## src/rtl/universal_register.sv

```systemverilog
// universal_register: WIDTH-bit datapath register with load, shift, rotate and
// up/down count selected per cycle by mode. Registered carry/shift-out flag and a
// combinational zero flag.
module universal_register #(
  parameter int               WIDTH       = 8,
  parameter logic [WIDTH-1:0] RESET_VALUE = '0,
  parameter bit               SATURATE    = 1'b0
) (
  input  logic             clk,
  input  logic             reset,
  input  logic             sync_clear,
  input  logic             enable,
  input  logic [2:0]       mode,
  input  logic [WIDTH-1:0] in_data,
  input  logic             serial_in,
  output logic [WIDTH-1:0] out_data,
  output logic             carry_out,
  output logic             zero
);

  localparam logic [2:0] M_HOLD = 3'b000;
  localparam logic [2:0] M_LOAD = 3'b001;
  localparam logic [2:0] M_SHL  = 3'b010;
  localparam logic [2:0] M_SHR  = 3'b011;
  localparam logic [2:0] M_ROL  = 3'b100;
  localparam logic [2:0] M_ROR  = 3'b101;
  localparam logic [2:0] M_INC  = 3'b110;
  localparam logic [2:0] M_DEC  = 3'b111;

  localparam logic [WIDTH-1:0] ALL_ONES = '1;

  logic [WIDTH-1:0] nxt_data;
  logic             nxt_carry;
  logic             at_max;
  logic             at_min;

  assign at_max = (out_data == ALL_ONES);
  assign at_min = (out_data == '0);

  // Next-state word and flag for an enabled operation; every mode code is covered.
  always_comb begin
    nxt_data  = out_data;
    nxt_carry = 1'b0;
    case (mode)
      M_HOLD: begin
        nxt_data  = out_data;
        nxt_carry = 1'b0;
      end
      M_LOAD: begin
        nxt_data  = in_data;
        nxt_carry = 1'b0;
      end
      M_SHL: begin
        nxt_data  = {out_data[WIDTH-2:0], serial_in};
        nxt_carry = out_data[WIDTH-1];
      end
      M_SHR: begin
        nxt_data  = {serial_in, out_data[WIDTH-1:1]};
        nxt_carry = out_data[0];
      end
      M_ROL: begin
        nxt_data  = {out_data[WIDTH-2:0], out_data[WIDTH-1]};
        nxt_carry = out_data[WIDTH-1];
      end
      M_ROR: begin
        nxt_data  = {out_data[0], out_data[WIDTH-1:1]};
        nxt_carry = out_data[0];
      end
      M_INC: begin
        // Saturating counters clamp at all-ones but still flag the overflow attempt.
        nxt_data  = (SATURATE && at_max) ? out_data : out_data + 1'b1;
        nxt_carry = at_max;
      end
      M_DEC: begin
        nxt_data  = (SATURATE && at_min) ? out_data : out_data - 1'b1;
        nxt_carry = at_min;
      end
      default: begin
        nxt_data  = out_data;
        nxt_carry = 1'b0;
      end
    endcase
  end

  // State register: async reset, then sync clear, then enabled update.
  always_ff @(posedge clk or posedge reset) begin
    if (reset) begin
      out_data  <= RESET_VALUE;
      carry_out <= 1'b0;
    end else if (sync_clear) begin
      out_data  <= RESET_VALUE;
      carry_out <= 1'b0;
    end else if (enable) begin
      out_data  <= nxt_data;
      carry_out <= nxt_carry;
    end
  end

  assign zero = (out_data == '0);

endmodule

```

## config.mk

```make
export PLATFORM = sky130hd
export DESIGN_NAME = universal_register
export DESIGN_NICKNAME = d
export VERILOG_FILES = /design/src/rtl/universal_register.sv
export SDC_FILE = /design/constraint.sdc
export NUM_CORES = 1
export LEC_CHECK = 0
export ABC_CLOCK_PERIOD_IN_PS = 2390
export CAP_MARGIN = 40
export CORE_UTILIZATION = 40
export CTS_CLUSTER_SIZE = 25
export DETAILED_ROUTE_END_ITERATION = 8
export PLACE_DENSITY = 0.67
export SETUP_SLACK_MARGIN = 0.5
export SYNTH_ARGS = -nofsm -noshare
export SYNTH_HDL_FRONTEND = slang
export SYNTH_SLANG_ARGS = --single-unit
```

## constraint.sdc

```tcl
create_clock -name clk -period 2.39 [get_ports clk]
set_input_delay 0.478 -clock clk [delete_from_list [all_inputs] [get_ports clk]]
set_output_delay 0.478 -clock clk [all_outputs]
set_load 0.01 [all_outputs]
```

* After elaboration in Yosys (flattened, before gate mapping)
Cells that the tools add are included.
Storage, ports and cells: flip-flop bits (word level) 9, input port bits 16, output and inout bits 10, logic and storage cells 26
Cells by class: add/sub/neg operators 2, equality and inequality tests 9, multiplexer cells 6, reduce and logical (&&, ||, !) cells 7
Operators with widths (count):
- 8-bit one-hot mux with 7 select lines | 1
- 8-bit 2-to-1 mux | 2
- 3-bit == test, second input constant | 4
- 8-bit by 1-bit adder with 8-bit output, second input constant | 1
- 8-bit == test, second input constant | 1
- 8-bit logical NOT | 1
- 8-bit by 1-bit subtractor with 8-bit output, second input constant | 1
- 3-bit by 2-bit == test with 1-bit output, second input constant | 2
- 2-bit OR reduction | 3
- 1-bit one-hot mux with 5 select lines | 1
- 3-bit by 1-bit == test with 1-bit output, second input constant | 1
- 3-bit logical NOT | 1
- 1-bit 2-to-1 mux | 2
- 2-bit inequality test, second input constant | 1
- 2-bit AND reduction | 1
- 2-bit nonzero test | 1

* Depth between registers and ports, before layout
depth after elaboration 5, gate-level depth with buffers 9, gate-level depth less buffers 8

* Least setup slack after synthesis
No wires, ideal clock.
kind input port to flip-flop, start point input mode[2], end point register out_data[4], arrival time 1.795 ns, data required time 2.269 ns, path slack 0.474 ns, stages on the path 8, buffers on the path 1, cells stage by stage buf_2 -> and3_1 -> xor2_1 -> ha_1 -> nor3_2 -> a31oi_1 -> a21o_1 -> a22o_1
On the way: longest elaborated chain between the ends 4, elaborated cells between the ends (all ways) 13, those cells by class eq/ne (8); mux (3); reduce/logical (2)
Ends and longest elaborated chain:
- from (decl) | line 13 | input logic [2:0] mode,
- 3-bit == test (tied with other cells) | line 44 | case (mode)
- 8-bit one-hot mux with 7 select lines | line 44
- 8-bit 2-to-1 mux | line 93 | end else if (enable) begin
- 8-bit 2-to-1 mux | line 90 | end else if (sync_clear) begin
- to (signal assigned) | line 94 | out_data <= nxt_data;
- to (decl) | line 16 | output logic [WIDTH-1:0] out_data,
Several ways; a longest one is shown, not always the timed one. The select of a mux whose other input is x is not followed. A chain may end at the register's enable or synchronous reset.

* Final worst setup path
start point register out_data[5], end point output zero
On the way: longest elaborated chain between the ends 1
Ends and longest elaborated chain:
- 8-bit logical NOT | line 99 | assign zero = (out_data == '0);
- to (decl) | line 18 | output logic zero
No other way between the ends.

==> flow_metrics.tcl <==
set metrics [dict create \
    slew_violations 0 \
    clkLatencyLatePin_ns 0.27 \
    grt_max_degree 18 \
    dp_hpwl_um 2320 \
    track_usage_pct 25.8 \
    drt-total-wl_um 3280 \
    io_buffer_count 25 \
    synth_ff_type "dfrtp_1" \
    nFillCells 208 \
    grt_pass1_vias 1079 \
    drt_iter0_markers 39 \
    final_hold_viol_count 0 \
    die_w_um 52.5 \
    wl_met2_um 1590 \
    layout_common_cells "clkdlybuf4s50_1, buf_4, nand2_1, nor2_1, o21ai_0" \
    final_common_cell "clkdlybuf4s50_1" \
    muxShareOfSynthArea_pct 4.91 \
    synthAdderAreaFrac_pct 1.23 \
    clockRootBuffer "clkbuf_4" \
    fmax_mhz 534 \
    core_area_mm2 0.00230 \
    critPathLaunch "out_data[5]$_DFFE_PP0P_" \
    crit_arrival_ns 1.40 \
    synthSimpleGateAreaFrac_pct 28.6 \
    cts_num_sinks 9 \
    finalWeightedCongestion 0.904 \
    num_rows 17 \
    h-tree-depth 1 \
    diodes 0 \
    vias 1218 \
    vdd_drop_max_mv 0.225 \
    syn-instance-count 134 \
    combPwrFrac_pct 45.8 \
    status "complete, no violations" \
    yosysWarnings 0 \
    grt_antenna_before_repair 0 \
    routed.top_layer "met4" \
    post_drt_wl_per_cell_um 16.8 \
    fp.dieH_um 52.5 \
    hold_path_class "input pin to async pin" \
    synth_top_family_by_area "compound AO/OA/AOI/OAI gates" \
    grt_overflow_total 0 \
    synth-async-reset-ratio_pct 100 \
    drt_pass1_iterations 4 \
    syn_avg_cell_area_um2 7.61 \
    cp.required_ns 1.91 \
    drc_errors 0 \
    met1_length_um 1400 \
    period_needed_ns 1.87 \
    swShare_pct 36.6 \
    rsz0062_at_grt "yes" \
    internal_power_uw 357 \
    cts_buffer_depth 2 \
    worstReg2RegStart "out_data[1]$_DFFE_PP0P_" \
    cts_tree "built" \
    ys_seq_area_share_pct 22.1 \
    synth_xor_area_share_pct 1.72 \
    finalCritPeriodShare_pct 78.4 \
    syn_nets 151 \
    path_cells "nor4_4, nand2_1, nor3_2, clkbuf_2" \
    drive_above_1_share_pct 20.4 \
    max_stage_delay_ns 0.44 \
    holdWs_ns 0.489 \
    grt_first_pass_wirelength_um 5160 \
    switchingPower_uw 206 \
    synth_compound_area_share_pct 31.8 \
    seq_power_share_pct 31.7 \
    startpoint_type "register" \
    finalSetupViolations 0 \
    die_area_mm2 0.00276 \
    clkTransAtPathRegs_ns 0.07 \
    yosysUniqueCellTypes 44 \
    endpoint_kind "output port" \
    p_leak_uw 0.000624 \
    drv_cap 0 \
    skew_ns 0.00381 \
    met3WireLength_um 213 \
    cts_buffers 3 \
    viasPerCell 6.25 \
    io_pins 26 \
    finalSetupTns_ns 0 \
    critPathKind "register to output port" \
    slew_headroom_pct 69.5 \
    fin_nets 185 \
    area_growth_pct 39.8 \
    antenna_left 0 \
    powerDensity_mw_per_mm2 395 \
    worstMarginPinSlew_ns 0.458 \
    p_clk_share_pct 22.5 \
    ys_ff_latch 9 \
    synth_edf_count 0 \
    cp_slowest_cell "dfrtp_2" \
    crit_path_max_fanout 2 \
    initial_core_util_pct 44.4 \
    synth_area_mm2 0.00102 \
    postCtsHoldBufs 0 \
]
## logic make-up after synthesis
logic type / after synthesis
AO/OA/AOI/OAI: 47
XOR/XNOR: 2
adder cells (fa/ha/maj): 1
buffers and inverters: 19
flip-flops: 9
multiplexers: 5
AND/OR/NAND/NOR: 51
## power by group through the flow
| stage | Sequential (uW) | Combinational (uW) | Clock, uW |
|---|---|---|---|
| after floorplan | 181 | 136 | 0 |
| after global placement | 179 | 234 | 0 |
| after detailed placement | 179 | 237 | 0 |
| after CTS | 177 | 246 | 127 |
| after global routing | 180 | 279 | 138 |
| final | 178 | 258 | 127 |
## synth_stat cells, types with 3 or more instances
| library cell | number | area (um2) |
|---|---|---|
| mux2i_1 | 5 | 50.1 |
| or3_1 | 4 | 25.0 |
| nor2_1 | 9 | 33.8 |
| o21ai_0 | 10 | 50.1 |
| inv_1 | 5 | 18.8 |
| a31oi_1 | 5 | 31.3 |
| a311oi_1 | 3 | 26.3 |
| nand3_1 | 4 | 20.0 |
| nand2_1 | 11 | 41.3 |
| dfrtp_1 | 9 | 225 |
| o211ai_1 | 5 | 37.5 |
| nand2b_1 | 5 | 31.3 |
| a211oi_1 | 4 | 30.0 |
| a21oi_1 | 6 | 30.0 |
| a21o_1 | 3 | 22.5 |
| buf_2 | 9 | 45.0 |
## sequential cells by signal, summed over array words and instances (netlist names)
signal     flops
carry_out      1
out_data       8
## per-stage QoR
| stage | instances | setup WS [ns] | utilization [%] | cell area [um2] | total power (uW) |
|---|---|---|---|---|---|
| after floorplan | 134 | 0.521 | - | 1020 | 318 |
| after global placement | 184 | 0.0543 | 56.9 | 1310 | 413 |
| after detailed placement | 184 | 0.0488 | 56.9 | 1310 | 417 |
| after CTS | 192 | 0.416 | 60.6 | 1390 | 550 |
| after global routing | 195 | 0.439 | 62.0 | 1430 | 596 |
| final | 195 | 0.516 | 62.0 | 1430 | 563 |
## worst paths after layout
kind / to / slack (ns) / depth (start not counted)
worst max-delay path: zero / 0.52 / 4
worst min-delay path: out_data[6]$_DFFE_PP0P_ / 0.49 / 2
worst max register to register: carry_out$_DFFE_PP0P_ / 0.61 / 7
worst min register to register: carry_out$_DFFE_PP0P_ / 0.58 / 2
max in group asynchronous: out_data[5]$_DFFE_PP0P_ / 1.60 / 2
min in group clk: carry_out$_DFFE_PP0P_ / 0.58 / 2
## critical path, delay by kind of cell, from the launching register on
family / cells / cell delay (ns)
buf+inv: 1 / 0.16
flops: 1 / 0.44
simple gates: 3 / 0.53
## routing by layer
layer | up-vias | global-route usage (%)
li1 | 568 | -
met1 | 578 | 34.4
met5 | - | 0
met2 | 64 | 40.1
met4 | 0 | 11.4
met3 | 8 | 4.35
## what timing repair did
action,CTS,global route
endpoints found under the hold margin,0,0
buffers inserted,4,3
pin swaps,3,1
endpoints found under the setup margin,11,5
resized for setup,15,5
## final cells by class
cell class	instances	area [um2]	area share [%]
Inverter	5	18.8	1.32
Tap cell	28	35.0	2.46
Clock buffer	4	26.3	1.84
Timing Repair Buffer	43	398	27.9
Sequential cell	9	226	15.9
Multi-Input combinational cell	106	721	50.6
(Power assumes the default switching activity.)
